File: src/rtl/spring_force_accum.sv
// rtl/spring_force_accum.sv - pipelined Hooke-plus-damper spring force engine with per-node force accumulation
// Optional feature macro: SPRING_SAT_EN (saturate forces and accumulators instead of truncating/wrapping).
module spring_force_accum #(
    parameter int NUM_SPRINGS   = 2,
    parameter int NUM_NODES     = 3,
    parameter int CONSTANT_SIZE = 4,
    parameter int POSITION_SIZE = 8,
    parameter int VELOCITY_SIZE = 8,
    parameter int FORCE_SIZE    = 12,
    localparam int NW = $clog2(NUM_NODES) + 1,
    localparam int IW = $clog2(NUM_SPRINGS) + 1
) (
    input  logic                                                clk_in,
    input  logic                                                rst_in,
    input  logic                                                input_valid,
    output logic                                                ready_out,
    input  logic [CONSTANT_SIZE-1:0]                            k,
    input  logic [CONSTANT_SIZE-1:0]                            b,
    input  logic signed [1:0][NUM_NODES-1:0][POSITION_SIZE-1:0]   nodes,
    input  logic signed [1:0][NUM_NODES-1:0][VELOCITY_SIZE-1:0]   velocities,
    input  logic [1:0][NUM_SPRINGS-1:0][NW-1:0]                 springs,
    input  logic signed [1:0][NUM_SPRINGS-1:0][POSITION_SIZE-1:0] equilibriums,
    output logic signed [FORCE_SIZE-1:0]                        spring_force_x,
    output logic signed [FORCE_SIZE-1:0]                        spring_force_y,
    output logic [IW-1:0]                                       spring_index,
    output logic                                                spring_force_valid,
    output logic signed [1:0][NUM_NODES-1:0][FORCE_SIZE-1:0]      node_forces,
    output logic                                                output_valid
);

    localparam int DW = POSITION_SIZE + 1;
    localparam int EW = POSITION_SIZE + 2;
    localparam int VW = VELOCITY_SIZE + 1;
    // k*e and b*dv each need CONSTANT_SIZE+1+operand bits; one more for the sum.
    localparam int PW = CONSTANT_SIZE + 2 + ((EW > VW) ? EW : VW);

    localparam logic [1:0] S_IDLE = 2'd0;
    localparam logic [1:0] S_CALC = 2'd1;
    localparam logic [1:0] S_DONE = 2'd2;

    localparam logic [IW-1:0] LAST_SPRING = IW'(NUM_SPRINGS - 1);

`ifdef SPRING_SAT_EN
    localparam logic signed [FORCE_SIZE-1:0] F_MAX = {1'b0, {(FORCE_SIZE-1){1'b1}}};
    localparam logic signed [FORCE_SIZE-1:0] F_MIN = {1'b1, {(FORCE_SIZE-1){1'b0}}};
    localparam logic signed [PW-1:0] F_MAX_W = {{(PW-FORCE_SIZE+1){1'b0}}, {(FORCE_SIZE-1){1'b1}}};
    localparam logic signed [PW-1:0] F_MIN_W = {{(PW-FORCE_SIZE+1){1'b1}}, {(FORCE_SIZE-1){1'b0}}};
`endif

    // Full-precision force reduced to the output width.
    function automatic logic signed [FORCE_SIZE-1:0] reduce_force(input logic signed [PW-1:0] x);
`ifdef SPRING_SAT_EN
        if (x > F_MAX_W) return F_MAX;
        else if (x < F_MIN_W) return F_MIN;
        else return FORCE_SIZE'(x);
`else
        return FORCE_SIZE'(x);
`endif
    endfunction

    // Opposite-direction contribution for endpoint b.
    function automatic logic signed [FORCE_SIZE-1:0] negate_force(input logic signed [FORCE_SIZE-1:0] x);
`ifdef SPRING_SAT_EN
        if (x == F_MIN) return F_MAX;
        else return -x;
`else
        return -x;
`endif
    endfunction

    // Accumulator add: clamps on overflow when saturating, wraps otherwise.
    function automatic logic signed [FORCE_SIZE-1:0] acc_add(input logic signed [FORCE_SIZE-1:0] x,
                                                             input logic signed [FORCE_SIZE-1:0] y);
`ifdef SPRING_SAT_EN
        logic signed [FORCE_SIZE:0] s;
        s = (FORCE_SIZE+1)'(x) + (FORCE_SIZE+1)'(y);
        if (s[FORCE_SIZE] != s[FORCE_SIZE-1]) return s[FORCE_SIZE] ? F_MIN : F_MAX;
        else return s[FORCE_SIZE-1:0];
`else
        return x + y;
`endif
    endfunction

    logic [1:0]    state_q;
    logic [IW-1:0] cnt_q;
    logic          issuing_q;
    logic          out_valid_q;
    logic          accept;

    logic [CONSTANT_SIZE-1:0]                            k_q, b_q;
    logic [1:0][NUM_NODES-1:0][POSITION_SIZE-1:0]        nodes_q;
    logic [1:0][NUM_NODES-1:0][VELOCITY_SIZE-1:0]        vel_q;
    logic [1:0][NUM_SPRINGS-1:0][NW-1:0]                 springs_q;
    logic [1:0][NUM_SPRINGS-1:0][POSITION_SIZE-1:0]      eq_q;

    logic [NW-1:0]                     sel_a, sel_b;
    logic signed [POSITION_SIZE-1:0]   pa, pb, eqv;
    logic signed [VELOCITY_SIZE-1:0]   va, vb;
    logic signed [DW-1:0]              d;
    logic signed [EW-1:0]              e_d [2];
    logic signed [VW-1:0]              dv_d [2];

    logic                              s1_valid_q, s1_last_q;
    logic [NW-1:0]                     s1_a_q, s1_b_q;
    logic [IW-1:0]                     s1_idx_q;
    logic signed [EW-1:0]              e_q [2];
    logic signed [VW-1:0]              dv_q [2];

    logic signed [PW-1:0]              kx, bx, ex, vx, full;
    logic signed [FORCE_SIZE-1:0]      f_d [2];
    logic signed [FORCE_SIZE-1:0]      fneg;
    logic signed [1:0][NUM_NODES-1:0][FORCE_SIZE-1:0] acc_d, acc_q;

    logic                              sfv_q, s2_last_q;
    logic signed [FORCE_SIZE-1:0]      fx_q, fy_q;
    logic [IW-1:0]                     idx_q;

    assign ready_out          = (state_q == S_IDLE) || (state_q == S_DONE);
    assign accept             = ready_out && input_valid;
    assign output_valid       = out_valid_q;
    assign spring_force_valid = sfv_q;
    assign spring_force_x     = fx_q;
    assign spring_force_y     = fy_q;
    assign spring_index       = idx_q;
    assign node_forces        = acc_q;

    // Pass sequencing: accept, issue one spring per cycle, then wait for the pipeline to drain.
    always_ff @(posedge clk_in or negedge rst_in) begin
        if (!rst_in) begin
            state_q     <= S_IDLE;
            cnt_q       <= '0;
            issuing_q   <= 1'b0;
            out_valid_q <= 1'b0;
        end else begin
            out_valid_q <= 1'b0;
            case (state_q)
                S_IDLE, S_DONE: begin
                    if (input_valid) begin
                        state_q   <= S_CALC;
                        cnt_q     <= '0;
                        issuing_q <= 1'b1;
                    end else begin
                        state_q   <= S_IDLE;
                    end
                end
                S_CALC: begin
                    if (issuing_q) begin
                        cnt_q <= cnt_q + IW'(1);
                        if (cnt_q == LAST_SPRING) issuing_q <= 1'b0;
                    end
                    if (s2_last_q) begin
                        state_q     <= S_DONE;
                        out_valid_q <= 1'b1;
                    end
                end
                default: state_q <= S_IDLE;
            endcase
        end
    end

    // Request snapshot; the live inputs are free to change once accepted.
    always_ff @(posedge clk_in or negedge rst_in) begin
        if (!rst_in) begin
            k_q       <= '0;
            b_q       <= '0;
            nodes_q   <= '0;
            vel_q     <= '0;
            springs_q <= '0;
            eq_q      <= '0;
        end else if (accept) begin
            k_q       <= k;
            b_q       <= b;
            nodes_q   <= nodes;
            vel_q     <= velocities;
            springs_q <= springs;
            eq_q      <= equilibriums;
        end
    end

    // Stage 1 operands: endpoint differences and extension; out-of-range endpoints read as zero.
    always_comb begin
        sel_a = '0;
        sel_b = '0;
        pa = '0; pb = '0; va = '0; vb = '0; eqv = '0; d = '0;
        for (int s = 0; s < NUM_SPRINGS; s++) begin
            if (cnt_q == IW'(s)) begin
                sel_a = springs_q[0][s];
                sel_b = springs_q[1][s];
            end
        end
        for (int ax = 0; ax < 2; ax++) begin
            pa = '0; pb = '0; va = '0; vb = '0; eqv = '0;
            for (int n = 0; n < NUM_NODES; n++) begin
                if (sel_a == NW'(n)) begin
                    pa = nodes_q[ax][n];
                    va = vel_q[ax][n];
                end
                if (sel_b == NW'(n)) begin
                    pb = nodes_q[ax][n];
                    vb = vel_q[ax][n];
                end
            end
            for (int s = 0; s < NUM_SPRINGS; s++) begin
                if (cnt_q == IW'(s)) eqv = eq_q[ax][s];
            end
            d        = DW'(pb) - DW'(pa);
            e_d[ax]  = EW'(d) - EW'(eqv);
            dv_d[ax] = VW'(vb) - VW'(va);
        end
    end

    // Stage 1 register: one spring issued per cycle while the counter walks the list.
    always_ff @(posedge clk_in or negedge rst_in) begin
        if (!rst_in) begin
            s1_valid_q <= 1'b0;
            s1_last_q  <= 1'b0;
            s1_a_q     <= '0;
            s1_b_q     <= '0;
            s1_idx_q   <= '0;
            for (int ax = 0; ax < 2; ax++) begin
                e_q[ax]  <= '0;
                dv_q[ax] <= '0;
            end
        end else begin
            s1_valid_q <= (state_q == S_CALC) && issuing_q;
            if (issuing_q) begin
                s1_last_q <= (cnt_q == LAST_SPRING);
                s1_a_q    <= sel_a;
                s1_b_q    <= sel_b;
                s1_idx_q  <= cnt_q;
                for (int ax = 0; ax < 2; ax++) begin
                    e_q[ax]  <= e_d[ax];
                    dv_q[ax] <= dv_d[ax];
                end
            end
        end
    end

    // Stage 2 math: F = k*e + b*dv, then equal-and-opposite accumulation; a self-spring leaves its node unchanged.
    always_comb begin
        kx    = PW'($signed({1'b0, k_q}));
        bx    = PW'($signed({1'b0, b_q}));
        ex    = '0;
        vx    = '0;
        full  = '0;
        fneg  = '0;
        acc_d = acc_q;
        for (int ax = 0; ax < 2; ax++) begin
            ex      = PW'(e_q[ax]);
            vx      = PW'(dv_q[ax]);
            full    = kx * ex + bx * vx;
            f_d[ax] = reduce_force(full);
            fneg    = negate_force(f_d[ax]);
            if (s1_a_q != s1_b_q) begin
                for (int n = 0; n < NUM_NODES; n++) begin
                    if (s1_a_q == NW'(n)) acc_d[ax][n] = acc_add(acc_q[ax][n], f_d[ax]);
                    if (s1_b_q == NW'(n)) acc_d[ax][n] = acc_add(acc_q[ax][n], fneg);
                end
            end
        end
    end

    // Stage 2 register: force stream, done tracking and accumulators (cleared on each new request).
    always_ff @(posedge clk_in or negedge rst_in) begin
        if (!rst_in) begin
            sfv_q     <= 1'b0;
            s2_last_q <= 1'b0;
            fx_q      <= '0;
            fy_q      <= '0;
            idx_q     <= '0;
            acc_q     <= '0;
        end else begin
            sfv_q     <= s1_valid_q;
            s2_last_q <= s1_valid_q && s1_last_q;
            if (s1_valid_q) begin
                fx_q  <= f_d[0];
                fy_q  <= f_d[1];
                idx_q <= s1_idx_q;
            end
            if (accept) acc_q <= '0;
            else if (s1_valid_q) acc_q <= acc_d;
        end
    end

endmodule

File: config.mk
export PLATFORM = sky130hd
export DESIGN_NAME = spring_force_accum
export DESIGN_NICKNAME = d
export VERILOG_FILES = /design/src/rtl/spring_force_accum.sv
export SDC_FILE = /design/constraint.sdc
export NUM_CORES = 1
export LEC_CHECK = 0
export ABC_AREA = 1
export ABC_CLOCK_PERIOD_IN_PS = 14400
export CAP_MARGIN = 20
export CORE_UTILIZATION = 50
export CTS_BUF_LIST = sky130_fd_sc_hd__clkbuf_8
export DETAILED_ROUTE_END_ITERATION = 6
export PLACE_DENSITY_LB_ADDON = 0.15
export SLEW_MARGIN = 10
export SYNTH_ARGS = -nofsm -noshare
export SYNTH_HDL_FRONTEND = slang
export SYNTH_SLANG_ARGS = --single-unit
File: constraint.sdc
create_clock -name clk_in -period 14.4 [get_ports clk_in]
set_input_delay 1.44 -clock clk_in [delete_from_list [all_inputs] [get_ports clk_in]]
set_output_delay 1.44 -clock clk_in [all_outputs]
set_load 0.01 [all_outputs]
==> results of run 1 <==
-- worst max-delay path by stage --
stage | start | endpoint | slack [ns] | cells after the start
global placement | k_q[1]$_DFFE_PN0P_ | node_forces[71]$_DFFE_PN0P_ | 7.36 | 31
floorplan | k_q[2]$_DFFE_PN0P_ | node_forces[71]$_DFFE_PN0P_ | 8.21 | 33
detailed placement | k_q[1]$_DFFE_PN0P_ | node_forces[71]$_DFFE_PN0P_ | 7.23 | 31
CTS | k_q[1]$_DFFE_PN0P_ | node_forces[71]$_DFFE_PN0P_ | 7.20 | 31
finish | k_q[1]$_DFFE_PN0P_ | node_forces[71]$_DFFE_PN0P_ | 7.18 | 32
global route | k_q[1]$_DFFE_PN0P_ | node_forces[35]$_DFFE_PN0P_ | 6.66 | 31
-- per-stage QoR --
stage          utilization (%)  worst slack (ns)  area (um2)  std cells
2_1_floorplan                -              8.21       24000       3244
6_report                  60.1              7.18       28200       4114
3_5_place_dp              57.6              7.23       27000       4015
3_3_place_gp              57.6              7.36       27000       4015
5_1_grt                   60.1              6.66       28200       4114
4_1_cts                   60.1              7.20       28200       4113
-- cell families after synthesis --
family	synth area share, %
buffers and inverters	10.3
XOR/XNOR	1.73
AND/OR/NAND/NOR	24.0
adder cells (fa/ha/maj)	19.3
AO/OA/AOI/OAI	13.2
flip-flops	31.4
-- worst reg2reg max path, delay by kind of cell (launching register included) --
kind	cells	cell delay, ns
AO/OA/AOI/OAI	3	0.66
XOR/XNOR	2	0.47
adder cells (fa/ha/maj)	7	3.09
buffers and inverters	4	0.20
flip-flops	1	0.83
AND/OR/NAND/NOR	16	1.90
-- cells in the final DEF, fill, tap and decap left out, types with 9 or more instances in the layout --
cell / n
a21oi_1: 86
a22o_1: 12
a22oi_1: 13
a31oi_1: 12
a32o_1: 15
buf_4: 18
clkbuf_8: 69
clkdlybuf4s50_1: 250
dfrtp_1: 302
fa_1: 120
ha_1: 178
inv_1: 546
inv_2: 13
nand2_1: 1092
nand2_2: 10
nand3_1: 117
nand4_1: 13
nor2_1: 119
nor3_1: 35
o21ai_0: 260
o21ai_1: 28
o221a_2: 22
o221ai_1: 29
o22ai_1: 12
o31ai_1: 9
xnor2_1: 11
xor2_1: 31
-- area by class of cell --
type                    count  area, um2
clock buffers              69        950
flip-flops and latches    302       7560
inverters                 543       2040
fillers                  4360      18700
well taps                 607        759
repair buffers            270       2670
clock inverters            29        224
multi-input cells        2294      14000
-- state kept, by name, indices dropped and copies added, names as in the netlist, 3 cells and up --
| signal | flops |
|---|---|
| b_q | 4 |
| springs_q | 12 |
| k_q | 4 |
| spring_force_y | 12 |
| e_q | 20 |
| eq_q | 32 |
| node_forces | 72 |
| spring_force_x | 12 |
| vel_q | 48 |
| nodes_q | 48 |
| dv_q | 18 |
| s1_a_q | 3 |
| s1_b_q | 3 |
-- routing by layer --
metal / part of all wire [%] / vias to the layer above / track usage, %
li1: - / 10800 / -
met1: 43 / 10400 / 39.2
met2: 46 / 727 / 50.1
met3: 6.7 / 148 / 4.71
met4: 3.7 / 0 / 11.6
met5: 0 / - / 0
==> run_results.csv, run 1 <==
group,metric,value,unit
layout,nets,3914,
critical_path,crit_required,14.99,ns
yosys,synth_async_sr_flop_share,100,%
floorplanning,dieHeight,221,um
clock_network,clock_latency,0.68,ns
global_route,grt_max_degree,100,
yosys,yosysWarnings,0,
layout,antennaDiodeCount,0,
timing,final.min_clock_period,7.22,ns
yosys,synth_edf_count,0,
clock_network,htree_levels,2,
yosys,ys_top_cells_by_count,"nand2_1, inv_1, dfrtp_1",
yosys,yosys.cell_types.count,52,
critical_path,crit_path_frequent_cell,"nand2_1",
global_route,antenna_found_initial,2,
timing,rsz0062_at_grt,"false",
worst_hold_path,worstHoldPathCells,1,
critical_path,ff2ff_setup_slack,7.18,ns
yosys,synth_flop_cell,"dfrtp_1",
yosys,synthesis.area,0.0240,mm2
critical_path,crit_family,"adder cells",
timing,max_freq,138,MHz
critical_path,max_stage_delay,0.83,ns
clock_network,holdBufCountCts,0,
worst_hold_path,min_path_type,"flop to flop",
floorplanning,pin_count,252,
route,drcViolationCount,0,
critical_path,path_buf_inv,4,
yosys,synthTopCellsByArea,"dfrtp_1, nand2_1, fa_1, ha_1, inv_1",
critical_path,end_kind,"flop",
yosys,ys_seq_area_share,31.4,%
global_route,track_usage,30.1,%
route,vias_per_cell,5.36,
placement,routabilityCongestion,0.947,
timing,slew_headroom,28.6,%
route,routed_wl,73000,um
critical_path,cpMaxStageDelayCell,"dfrtp_1",
floorplanning,die_area,0.0490,mm2
timing,slew_viol_final,0,
worst_hold_path,hp-start,"s2_last_q$_DFF_PN0_",
clock_network,cts.sinks,302,
yosys,synth_top_cell_by_area,"dfrtp_1",
timing,whs,0.468,ns
clock_network,clk_pin_slew_worst_paths,0.06,ns
timing,setup_viol,0,
timing,fin_crit_sh,50.2,%
layout,drive_gt1_share,5.02,%
route,via_count,22000,
route,drtIter0Drc,1769,
route,drtPass1Iterations,6,
yosys,yosysTopAreaCellShare,31.4,%
clock_network,tritoncts,"done",
status,outcome,"finished, final reports clean",
floorplanning,fp.coreArea,0.0470,mm2
route,ant_nets,0,
timing,fin_skew,0.0440,ns
global_route,grt_pass1_vias,21700,
run,maxCapViolations,0,
critical_path,start_kind,"flop",
placement,dp_hpwl,56300,um
critical_path,cp_max_fo,22,
worst_hold_path,holdPathEnd,"state_q[0]$_DFFE_PN0P_",
yosys,ys_ff_latch,302,
clock_network,cts_buffer_depth,3,
floorplanning,die_w,221,um
critical_path,crit_type,"flop to flop",
clock_network,cts_buffers,54,
yosys,yosysMostFrequentCell,"nand2_1",
global_route,grt_pass1_wl,116000,um
clock_network,cts_root_buf,"clkbuf_8",
critical_path,r2r_end,"node_forces[71]$_DFFE_PN0P_",
yosys,syn-instance-count,3244,
yosys,synth_nets,3693,
floorplanning,rows,79,
route,wire_per_inst,17.8,um
clock_network,postCtsSetupBuffers,0,
global_route,grt-ovfl-total,0,
layout,syn_to_final_growth,17.4,%
placement,portBuffers,251,
timing,tightestPinTransition,1.07,ns
critical_path,cp_data_arrival_time,7.82,ns
critical_path,r2r_start,"k_q[1]$_DFFE_PN0P_",
floorplanning,start_util,51.2,%
yosys,postSynthAreaPerCell,7.41,um2
timing,final_hold_viol_count,0,
timing,setup_tns,0,ns
clock_network,cts_resized,0,
critical_path,worstRegToRegCells,32,
Power of run 1 is not shown: default switching activity piles up to over one toggle a cycle in this logic, so the estimate is an artifact.
==> run 2, diff against run 1 <==
--- a/config.mk
+++ b/config.mk
@@ -6,7 +6,7 @@
 export NUM_CORES = 1
 export LEC_CHECK = 0
 export ABC_AREA = 1
-export ABC_CLOCK_PERIOD_IN_PS = 14400
+export ABC_CLOCK_PERIOD_IN_PS = 6550
 export CAP_MARGIN = 20
 export CORE_UTILIZATION = 50
 export CTS_BUF_LIST = sky130_fd_sc_hd__clkbuf_8
==> constraint.sdc (replaced) <==
create_clock -name clk_in -period 6.55 [get_ports clk_in]
set_input_delay 0.655 -clock clk_in [delete_from_list [all_inputs] [get_ports clk_in]]
set_output_delay 0.655 -clock clk_in [all_outputs]
set_load 0.01 [all_outputs]
==> run 2 against run 1 <==
Final cell count increased by 4.7%; sequential share of layout area decreased by 2.2 points; flip-flop and latch count unchanged; wire length increased by 6.7%; clock-buffer cell count increased by 1; die area unchanged; register-to-register slack got worse by 7.1 ns; worst setup slack got worse by 7.1 ns; critical path depth increased by 3; critical path type unchanged; critical endpoint is now node_forces[11]$_DFFE_PN0P_.
==> run_results.csv, run 2 (synthesis results as in run 1) <==
group,metric,value,unit
status,outcome,"finished, final reports clean",
clock_network,cts_root_buf,"clkbuf_8",
layout,final_cell_mix,"nand2_1, inv_1, dfrtp_1",
global_route,grt_pass1_wl,122000,um
layout,antennaDiodeCount,0,
timing,fin_skew,0.0338,ns
worst_hold_path,min_path_type,"flop to flop",
timing,final_hold_viol_count,0,
route,drtIter0Drc,2088,
timing,slew_headroom,26.1,%
global_route,antenna_found_initial,0,
layout,nFillCells,3998,
critical_path,max_stage_delay,0.56,ns
timing,final.min_clock_period,6.45,ns
route,drtPass1Iterations,6,
timing,setup_viol,0,
floorplanning,start_util,51.2,%
floorplanning,fp.coreArea,0.0470,mm2
critical_path,start_kind,"flop",
global_route,track_usage,31.5,%
clock_network,clock_latency,0.68,ns
timing,max_freq,155,MHz
critical_path,r2r_end,"node_forces[11]$_DFFE_PN0P_",
layout,nets,4109,
layout,largest_register_ffs,72,
critical_path,cp_data_arrival_time,7.06,ns
clock_network,tritoncts,"done",
timing,setup_slack,0.104,ns
clock_network,cts.sinks,302,
critical_path,crit_required,7.16,ns
worst_hold_path,hp-start,"s2_last_q$_DFF_PN0_",
route,drcViolationCount,0,
timing,tightestPinTransition,1.11,ns
floorplanning,dieHeight,221,um
placement,portBuffers,251,
layout,final_cells,4309,
route,routed_wl,77900,um
global_route,grt_pass1_vias,22800,
critical_path,end_kind,"flop",
layout,final_area,0.0308,mm2
timing,rsz0062_at_grt,"true",
worst_hold_path,holdPathEnd,"state_q[0]$_DFFE_PN0P_",
floorplanning,rows,79,
critical_path,crit_type,"flop to flop",
worst_hold_path,worstHoldPathCells,1,
placement,place_ws,-0.0615,ns
layout,layout.cells.most_common,"nand2_1",
critical_path,ff2ff_setup_slack,0.10,ns
clock_network,cts_buffer_depth,3,
timing,fin_crit_sh,98.4,%
floorplanning,die_w,221,um
route,ant_nets,0,
clock_network,htree_levels,2,
route,via_count,23200,
critical_path,r2r_start,"k_q[2]$_DFFE_PN0P_",
placement,routabilityCongestion,0.997,
critical_path,cp_max_fo,6,
clock_network,cts_buffers,54,
placement,dp_hpwl,59400,um
route,vias_per_cell,5.38,
critical_path,worstRegToRegCells,35,
global_route,grt-ovfl-total,0,
placement,placedCellCount,4181,
timing,whs,0.461,ns
critical_path,cpMaxStageDelayCell,"fa_2",
floorplanning,die_area,0.0490,mm2
timing,slew_viol_final,0,
layout,drive_gt1_share,14.4,%
clock_network,clk_pin_slew_worst_paths,0.06,ns
critical_path,crit_path_frequent_cell,"nand2_2",
route,wire_per_inst,18.1,um
layout,syn_to_final_growth,28.0,%
placement,placed_area,0.0283,mm2
run,maxCapViolations,0,
floorplanning,pin_count,252,
global_route,grt_max_degree,139,
-- run 2: metal layers --
layer	wire, um	global-route usage (%)
met1	34100	43.2
met3	5530	4.71
met2	36100	51.7
met5	0	0
met4	2120	9.00
-- run 2: final cells by class --
class	instances	area [um2]	share of cell area (%)
Inverter	543	2050	6.66
Clock buffer	70	963	3.13
Sequential cell	302	7560	24.6
Multi-Input combinational cell	2294	14900	48.5
Timing Repair Buffer	465	4300	14.0
Clock inverter	28	205	0.667
Tap cell	607	759	2.47
-- run 2: worst max-delay path, delay by kind of cell, from the launching register on --
family	cells	cell delay (ns)
buffers and inverters	7	0.53
adders and majority gates	7	3.25
AOI/OAI and AO/OA	2	0.22
DFF	1	0.45
xor gates and xnor gates	2	0.32
and+or+nand+nor	17	1.59
-- run 2: how the worst max path moves through the flow --
| stage | start | to | slack, ns | cells past startpoint |
|---|---|---|---|---|
| after global routing | k_q[2]$_DFFE_PN0P_ | node_forces[11]$_DFFE_PN0P_ | -0.17 | 34 |
| after global placement | k_q[1]$_DFFE_PN0P_ | node_forces[32]$_DFFE_PN0P_ | 0.08 | 31 |
| final | k_q[2]$_DFFE_PN0P_ | node_forces[11]$_DFFE_PN0P_ | 0.10 | 35 |
| after detailed placement | k_q[1]$_DFFE_PN0P_ | node_forces[35]$_DFFE_PN0P_ | -0.06 | 33 |
| after CTS | k_q[1]$_DFFE_PN0P_ | node_forces[35]$_DFFE_PN0P_ | -0.002 | 33 |
| after floorplan | k_q[2]$_DFFE_PN0P_ | node_forces[71]$_DFFE_PN0P_ | 0.36 | 33 |
-- run 2: repair_timing --
item | in CTS | in global routing
endpoints found under the setup margin | 7 | 32
resized for setup | 6 | 235
pin swaps | 3 | 70
gates cloned | 0 | 3
buffers inserted | 1 | 24
hold buffers | 1 | 0
endpoints found under the hold margin | 30 | 0
-- run 2: stage by stage --
stage | setup TNS [ns] | util (%)
floorplan | 0 | -
global placement | 0 | 60.3
detailed placement | -0.113 | 60.3
CTS | -0.00247 | 62.9
global route | -1.52 | 65.5
finish | 0 | 65.5
Power of run 2 is left out for the same reason.
==> run 3, diff against run 2 <==
--- a/config.mk
+++ b/config.mk
@@ -6,7 +6,7 @@
 export NUM_CORES = 1
 export LEC_CHECK = 0
 export ABC_AREA = 1
-export ABC_CLOCK_PERIOD_IN_PS = 6550
+export ABC_CLOCK_PERIOD_IN_PS = 5600
 export CAP_MARGIN = 20
 export CORE_UTILIZATION = 50
 export CTS_BUF_LIST = sky130_fd_sc_hd__clkbuf_8
==> constraint.sdc (replaced) <==
create_clock -name clk_in -period 5.6 [get_ports clk_in]
set_input_delay 0.56 -clock clk_in [delete_from_list [all_inputs] [get_ports clk_in]]
set_output_delay 0.56 -clock clk_in [all_outputs]
set_load 0.01 [all_outputs]
==> run 3 against run 2 <==
The run now ends with negative setup slack left; worst setup slack lost 0.87 ns; flip-flop and latch count did not move; fmax is 1.2% higher; core utilization is 6.9 points higher; critical path type unchanged.
==> run_results.csv, run 3 (synthesis results as in run 1) <==
group,metric,value,unit
timing,tightestPinTransition,1.13,ns
timing,slew_viol_final,0,
timing,rsz0062_at_grt,"true",
timing,slew_headroom,24.9,%
global_route,track_usage,33.1,%
timing,fin_crit_sh,114,%
layout,syn_to_final_growth,41.4,%
timing,fin_skew,0.0448,ns
layout,final_cells,4523,
route,routed_wl,82900,um
clock_network,cts_buffers,54,
floorplanning,die_w,221,um
clock_network,clk_pin_slew_worst_paths,0.07,ns
timing,setup_viol,50,
clock_network,cts.sinks,302,
route,top_layer,"met4",
route,wire_per_inst,18.3,um
global_route,grt_pass1_vias,24600,
placement,place_ws,-1.11,ns
critical_path,end_kind,"flop",
run,maxCapViolations,0,
placement,portBuffers,251,
global_route,antenna_found_initial,0,
layout,final_cell_mix,"nand2_1, inv_1, buf_4",
route,drtPass1Iterations,5,
critical_path,crit_type,"flop to flop",
floorplanning,start_util,51.2,%
critical_path,r2r_start,"k_q[3]$_DFFE_PN0P_",
timing,final_hold_viol_count,0,
layout,drive_gt1_share,24.1,%
global_route,grt_max_degree,149,
route,drtIter0Drc,2123,
route,met1_length,35300,um
route,drcViolationCount,0,
placement,dp_hpwl,61000,um
critical_path,start_kind,"flop",
route,ant_nets,0,
layout,antennaDiodeCount,0,
status,violations,"negative setup slack",
floorplanning,dieHeight,221,um
route,via_count,24600,
global_route,grt-ovfl-total,0,
timing,final.min_clock_period,6.37,ns
layout,layout.cells.most_common,"nand2_1",
timing,setup_slack,-0.767,ns
worst_hold_path,min_path_type,"primary input to flop",
critical_path,cp_data_arrival_time,6.96,ns
route,wl_met2,38900,um
placement,placedCellCount,4323,
floorplanning,die_area,0.0490,mm2
clock_network,htree_levels,2,
floorplanning,rows,79,
timing,max_freq,157,MHz
critical_path,cp_max_fo,4,
critical_path,r2r_end,"node_forces[47]$_DFFE_PN0P_",
critical_path,startpoint,"k_q[3]$_DFFE_PN0P_",
floorplanning,pin_count,252,
critical_path,endpoint,"node_forces[47]$_DFFE_PN0P_",
layout,largest_register_ffs,72,
route,vias_per_cell,5.45,
status,outcome,"complete, but fails checks",
clock_network,cts_buffer_depth,3,
critical_path,max_stage_delay,0.51,ns
critical_path,worstRegToRegCells,36,
critical_path,cpMaxStageDelayCell,"fa_1",
floorplanning,fp.coreArea,0.0470,mm2
critical_path,ff2ff_setup_slack,-0.77,ns
clock_network,cts_root_buf,"clkbuf_8",
placement,routabilityCongestion,0.987,
layout,nets,4320,
global_route,grt_pass1_wl,129000,um
route,wl_met3,5390,um
clock_network,tritoncts,"done",
clock_network,clock_latency,0.68,ns
critical_path,crit_required,6.19,ns
## run 3: cell types whose count changed in the layout (fill, tap and decap cells not counted), moves of 20 or more
cell / delta
nand2_1: -52
buf_6: +69
nand2_4: +24
ha_1: -21
inv_1: -20
nand2_2: +28
a21oi_1: -20
o21ai_0: -45
ha_4: +22
buf_4: +146
## run 3: routing by layer
layer | GRT usage (%) | up-vias
li1 | - | 11600
met1 | 44.7 | 11900
met2 | 54.7 | 935
met4 | 11.8 | 0
met3 | 4.21 | 217
met5 | 0 | -
## run 3: how the worst min path moves through the flow
stage | from | to | slack (ns) | cells after the start
final | springs[0] | springs_q[0]$_DFFE_PN0P_ | 0.42 | 3
after global routing | equilibriums[13] | eq_q[13]$_DFFE_PN0P_ | 0.40 | 3
after CTS | springs[0] | springs_q[0]$_DFFE_PN0P_ | 0.38 | 3
after detailed placement | s2_last_q$_DFF_PN0_ | state_q[0]$_DFFE_PN0P_ | 0.46 | 1
after global placement | s2_last_q$_DFF_PN0_ | state_q[0]$_DFFE_PN0P_ | 0.45 | 1
after floorplan | rst_in | b_q[0]$_DFFE_PN0P_ | 0.26 | 0
## run 3: final cells by class
class	count	area (um2)
inverters	543	2080
multi-input cells	2294	16300
clock inverters	33	258
fillers	3681	13000
clock buffers	68	936
flip-flops and latches	302	7570
well taps	607	759
repair buffers	676	6060
## run 3: repair_timing
| action | 4_1_cts | 5_1_grt |
|---|---|---|
| gates cloned | 0 | 0 |
| gates resized for setup | 334 | 265 |
| pin swaps | 164 | 175 |
| hold buffers | 1 | 0 |
| setup buffers | 74 | 37 |
| endpoints found under the setup margin | 52 | 54 |
| endpoints found under the hold margin | 73 | 0 |
## run 3: per-stage QoR
| stage | utilization (%) | hold slack, ns | setup TNS (ns) | instance area (um2) |
|---|---|---|---|---|
| global placement | 63.1 | 0.450 | -27.71 | 29600 |
| detailed placement | 63.1 | 0.459 | -31.34 | 29600 |
| finish | 72.4 | 0.417 | -21.85 | 34000 |
| floorplan | - | 0.264 | -1.49 | 24300 |
| global route | 72.4 | 0.402 | -32.27 | 34000 |
| CTS | 69.4 | 0.379 | -20.35 | 32600 |
## run 3: critical path: cells and delay by family (launching register included)
family / cells / cell delay (ns)
xor+xnor: 2 / 0.40
compound gates: 3 / 0.37
buf+inv: 9 / 0.85
simple gates: 15 / 1.22
flops: 1 / 0.38
fa+ha+maj: 7 / 3.09
Power of run 3 is left out for the same reason.
